$ cat config.mk
export PLATFORM = sky130hd
export DESIGN_NAME = collatz_pred
export DESIGN_NICKNAME = d
export VERILOG_FILES = /design/src/rtl/collatz_pkg.sv /design/src/rtl/collatz_div3.sv /design/src/rtl/collatz_pred.sv
export SDC_FILE = /design/constraint.sdc
export NUM_CORES = 1
export LEC_CHECK = 0
export CAP_MARGIN = 25
export CORE_ASPECT_RATIO = 0.8
export CORE_MARGIN = 5
export CORE_UTILIZATION = 52
export CTS_BUF_LIST = sky130_fd_sc_hd__clkbuf_4 sky130_fd_sc_hd__clkbuf_8
export CTS_CLUSTER_SIZE = 20
export DETAILED_ROUTE_END_ITERATION = 7
export PLACE_DENSITY_LB_ADDON = 0.15
export SYNTH_ARGS = -nofsm -noshare
export SYNTH_HDL_FRONTEND = slang
export SYNTH_SLANG_ARGS = --single-unit
$ cat constraint.sdc
create_clock -name clock -period 3.6 [get_ports clock]
set_input_delay 0.36 -clock clock [delete_from_list [all_inputs] [get_ports clock]]
set_output_delay 0.36 -clock clock [all_outputs]
set_load 0.03 [all_outputs]
$ cat src/rtl/collatz_pkg.sv
// Shared types and widths for the Collatz predecessor enumerator.
package collatz_pkg;

    localparam int COLLATZ_W = 8;

    typedef enum logic [1:0] {
        ST_IDLE      = 2'd0,
        ST_DIV       = 2'd1,
        ST_EMIT_EVEN = 2'd2,
        ST_EMIT_ODD  = 2'd3
    } state_t;

endpackage

$ cat src/rtl/collatz_div3.sv
// Iterative divide-by-3 of (m-1): one subtraction of 3 per enabled cycle.
module collatz_div3
    import collatz_pkg::*;
(
    input  logic                 clock,
    input  logic                 reset_n,
    input  logic                 start,
    input  logic                 en,
    input  logic [COLLATZ_W-1:0] m,
    output logic [COLLATZ_W-1:0] r,
    output logic [COLLATZ_W-1:0] q,
    output logic                 done
);

    logic [COLLATZ_W-1:0] r_q, r_d;
    logic [COLLATZ_W-1:0] q_q, q_d;

    always_comb begin
        r_d = r_q;
        q_d = q_q;
        if (start) begin
            r_d = m - 8'd1;
            q_d = '0;
        end else if (en && (r_q >= 8'd3)) begin
            r_d = r_q - 8'd3;
            q_d = q_q + 8'd1;
        end
    end

    always_ff @(posedge clock or negedge reset_n) begin
        if (!reset_n) begin
            r_q <= '0;
            q_q <= '0;
        end else begin
            r_q <= r_d;
            q_q <= q_d;
        end
    end

    assign r    = r_q;
    assign q    = q_q;
    assign done = (r_q < 8'd3);

endmodule

$ cat src/rtl/collatz_pred.sv
// Enumerates the Collatz predecessors of m: always 2m, plus (m-1)/3 when that is an odd integer.
module collatz_pred
    import collatz_pkg::*;
(
    input  logic                 clock,
    input  logic                 reset_n,
    input  logic                 in_valid,
    output logic                 in_ready,
    input  logic [COLLATZ_W-1:0] in_value,
    output logic                 out_valid,
    input  logic                 out_ready,
    output logic [COLLATZ_W:0]   out_value,
    output logic                 out_kind,
    output logic                 out_last,
    output logic                 busy
);

    state_t               state_q, state_d;
    logic [COLLATZ_W-1:0] m_q, m_d;
    logic                 odd_ok_q, odd_ok_d;
    logic                 init_q, init_d;

    logic                 div_start;
    logic [COLLATZ_W-1:0] div_r;
    logic [COLLATZ_W-1:0] div_q;
    logic                 div_done;

    collatz_div3 u_div3 (
        .clock   (clock),
        .reset_n (reset_n),
        .start   (div_start),
        .en      (state_q == ST_DIV),
        .m       (in_value),
        .r       (div_r),
        .q       (div_q),
        .done    (div_done)
    );

    always_comb begin
        state_d   = state_q;
        m_d       = m_q;
        odd_ok_d  = odd_ok_q;
        init_d    = 1'b1;
        div_start = 1'b0;
        case (state_q)
            ST_IDLE: begin
                if (in_valid && in_ready) begin
                    m_d       = in_value;
                    div_start = 1'b1;
                    if (in_value == '0) begin
                        odd_ok_d = 1'b0;
                        state_d  = ST_EMIT_EVEN;
                    end else begin
                        state_d  = ST_DIV;
                    end
                end
            end
            ST_DIV: begin
                // Odd predecessor exists only when 3 divides m-1 exactly and the quotient is odd.
                if (div_done) begin
                    odd_ok_d = (div_r == '0) && div_q[0];
                    state_d  = ST_EMIT_EVEN;
                end
            end
            ST_EMIT_EVEN: begin
                if (out_ready) state_d = odd_ok_q ? ST_EMIT_ODD : ST_IDLE;
            end
            ST_EMIT_ODD: begin
                if (out_ready) state_d = ST_IDLE;
            end
            default: state_d = ST_IDLE;
        endcase
    end

    // init_q keeps in_ready low until the first clock edge after reset releases.
    always_ff @(posedge clock or negedge reset_n) begin
        if (!reset_n) begin
            state_q  <= ST_IDLE;
            m_q      <= '0;
            odd_ok_q <= 1'b0;
            init_q   <= 1'b0;
        end else begin
            state_q  <= state_d;
            m_q      <= m_d;
            odd_ok_q <= odd_ok_d;
            init_q   <= init_d;
        end
    end

    always_comb begin
        in_ready  = init_q && (state_q == ST_IDLE);
        busy      = (state_q != ST_IDLE);
        out_valid = 1'b0;
        out_value = '0;
        out_kind  = 1'b0;
        out_last  = 1'b0;
        if (state_q == ST_EMIT_EVEN) begin
            out_valid = 1'b1;
            out_value = {m_q, 1'b0};
            out_last  = !odd_ok_q;
        end else if (state_q == ST_EMIT_ODD) begin
            out_valid = 1'b1;
            out_value = {1'b0, div_q};
            out_kind  = 1'b1;
            out_last  = 1'b1;
        end
    end

endmodule

==> results.py <==
metrics = {
    "status": {
        "status": "finished, final reports clean",
    },
    "floorplan": {
        "fp.dieH_um": 61.9,
        "dieArea_um2": 4630,
        "die_x_um": 74.9,
        "io_pins": 26,
        "num_rows": 18,
        "start_util_pct": 55.5,
        "core_area_um2": 3150,
    },
    "setup_path": {
        "rr_endpoint": "u_div3.r[7]",
        "r2r_cells": 4,
        "critPathLaunchType": "register",
        "worst-path-max-fanout": 20,
        "ff2ff_setup_slack_ps": 1340,
        "crit_arrival_ps": 2320,
        "crit_required_ps": 3240,
        "cp-end-kind": "output port",
        "r2r-start": "state_q[0]",
        "crit_type": "register to output port",
    },
    "sta": {
        "clock_skew_ps": 4.42,
        "worstMarginPinSlew_ps": 751,
        "tns_ps": 0,
        "setup_viol": 0,
        "slew_headroom_pct": 49.9,
        "rsz0062_at_grt": "no",
        "fin_ws_ps": 917,
        "hold_violations": 0,
        "fmax_ghz": 0.373,
        "timing.final.crit_share_pct": 74.5,
        "drv_slew": 0,
        "min_period_ps": 2680,
    },
    "logic_synthesis": {
        "synthDistinctLibCells": 48,
        "yosysSeqAreaShare_pct": 40.0,
        "syn_area_um2": 1750,
        "avgSynthCellArea_um2": 9.21,
        "netlist_instances": 190,
        "ys_ff_latch": 28,
        "async_reset_ff_share_pct": 100,
        "ys.flop_type": "dfrtp_1",
        "yosysWarnings": 0,
        "synth_edf_count": 0,
        "syn_nets": 207,
    },
    "pwr": {
        "total_power_mw": 1.62,
        "leakagePower_nw": 0.879,
        "ir_drop_mv": 0.489,
        "powerDensity_nw_per_um2": 776,
    },
    "clock_tree": {
        "cts_root_buf": "clkbuf_8",
        "cts_resized": 0,
        "cts_tree": "done",
        "cts_hold_buf": 0,
        "cts_buffers": 3,
        "clk_pin_slew_ps": 100,
        "clock_latency_ps": 280,
        "post_cts_buffers": 0,
        "clock-sinks": 28,
        "htree_levels": 1,
        "clk_path_buf_depth": 2,
    },
    "global_routing": {
        "grt_pass1_wl_um": 7190,
        "antenna_found_initial": 0,
        "grt_pass1_vias": 1457,
        "grt_usage_pct": 20.2,
        "overflow": 0,
        "grt_max_degree": 29,
    },
    "final_layout": {
        "n_antenna_cell": 0,
        "multiInputGateArea_um2": 971,
        "final_area_um2": 2090,
        "syn2layout_area_growth_pct": 19.3,
        "drive_gt1_share_pct": 7.14,
        "seq_area_um2": 701,
        "nFillCells": 258,
        "nets": 228,
    },
    "drt": {
        "vias": 1508,
        "via_per_inst": 6.03,
        "postRouteAntennaNets": 0,
        "drtIter0Drc": 115,
        "wl_met2_um": 1990,
        "wl_met1_um": 1910,
        "routed_wl_um": 4140,
        "highest_layer": "met4",
        "met3_wirelength_um": 213,
        "firstDrtPassIters": 4,
        "routedWlPerCell_um": 16.6,
        "remaining_drc_errors": 0,
    },
    "placed_design": {
        "dpl_worst_slack_ps": 1250,
        "io_buffers": 25,
        "gp_congestion": 0.883,
        "placed_area_um2": 2020,
        "hpwl_um": 3030,
    },
    "flow_run": {
        "maxCapViolations": 0,
    },
    "worst_hold_path": {
        "hp-class": "input pin to async pin",
    },
}
## cell type report
| class | instances | share of cell area, % |
|---|---|---|
| Sequential cell | 28 | 33.6 |
| Inverter | 8 | 1.44 |
| Timing Repair Buffer | 27 | 12.7 |
| Clock buffer | 3 | 1.98 |
| Tap cell | 40 | 2.40 |
| Clock inverter | 1 | 1.44 |
| Multi-Input combinational cell | 143 | 46.5 |
## state kept, by name, summed over array words and instances, names as in the netlist
| signal | flops |
|---|---|
| u_div3.r | 8 |
| m_q | 8 |
| u_div3.q | 8 |
| init_q | 1 |
| odd_ok_q | 1 |
| state_q | 2 |
## cells in the final DEF (no fill, tap or decap), types with 3 or more instances in the layout
cell type and count:
nor3_1 5, a211o_1 3, clkbuf_8 3, nand3_1 9, nor2_1 9, nand2_1 29
mux2i_1 10, clkdlybuf4s50_1 25, a211oi_1 4, o31ai_1 4, dfrtp_1 28, ha_1 5
o21ai_0 3, inv_1 8, a21oi_1 7, nor3b_1 3, o211ai_1 3, xnor2_1 7
or4_1 4, nor2b_1 7
## how the worst max path moves through the flow
stage          startpoint  endpoint  slack, ps  depth (start not counted)
2_1_floorplan  state_q[0]  in_ready       1660                          4
3_3_place_gp   state_q[0]  out_last       1340                          3
3_5_place_dp   state_q[0]  out_last       1250                          3
4_1_cts        state_q[0]  out_last        920                          3
5_1_grt        state_q[0]  out_last        720                          3
6_report       state_q[0]  out_last        920                          3
## critical path: stages (launching register included)
cell	delay, ps
dfrtp_1	840
inv_1	220
a21boi_0	270
clkdlybuf4s50_1	720
## metal layers
layer	track usage [%]	up-vias
met3	3.54	4
met2	32.3	43
met5	0	-
met1	29.1	746
li1	-	715
met4	3.81	0
## synth_stat cells, types with 2 or more instances
library cell | instances | area (um^2)
nor3b_1 | 3 | 22.5
mux2i_1 | 10 | 100
nor3_2 | 2 | 20.0
nor3_1 | 5 | 25.0
a211oi_1 | 4 | 30.0
and3_1 | 2 | 12.5
o21ai_0 | 3 | 15.0
buf_2 | 4 | 20.0
buf_1 | 2 | 7.51
nor2b_1 | 7 | 43.8
a211o_1 | 3 | 26.3
nand4_1 | 2 | 12.5
nor4_1 | 2 | 12.5
and2_1 | 2 | 12.5
nand2_1 | 29 | 109
or4_1 | 4 | 30.0
clkbuf_1 | 3 | 11.3
ha_1 | 5 | 62.6
inv_1 | 8 | 30.0
o211ai_1 | 3 | 22.5
nand3_1 | 9 | 45.0
xnor2_1 | 7 | 61.3
a21oi_1 | 7 | 35.0
o31ai_1 | 4 | 30.0
nor2_1 | 9 | 33.8
dfrtp_1 | 28 | 701
xor2_1 | 2 | 17.5
## logic make-up after synthesis
family | share of synthesized area [%]
compound gates | 13.4
fa+ha+maj | 3.57
mux | 6.36
flops | 40.0
buf+inv | 4.86
xor+xnor | 4.50
simple gates | 27.1
other cells | 0.214
## power breakdown
part / total (mW) / internal, mW / switching, mW
Combinational: 0.692 / 0.317 / 0.375
Clock: 0.252 / 0.149 / 0.103
Sequential: 0.676 / 0.456 / 0.220
Total: 1.62 / 0.921 / 0.698
## metrics by stage
| stage | utilization [%] | cells | hold WS, ps |
|---|---|---|---|
| 2_1_floorplan | - | 190 | 64.4 |
| 3_3_place_gp | 64.0 | 246 | 472 |
| 3_5_place_dp | 64.0 | 246 | 473 |
| 4_1_cts | 66.2 | 250 | 459 |
| 5_1_grt | 66.2 | 250 | 471 |
| 6_report | 66.2 | 250 | 443 |
Note: power is estimated with default switching activity, not from simulation.
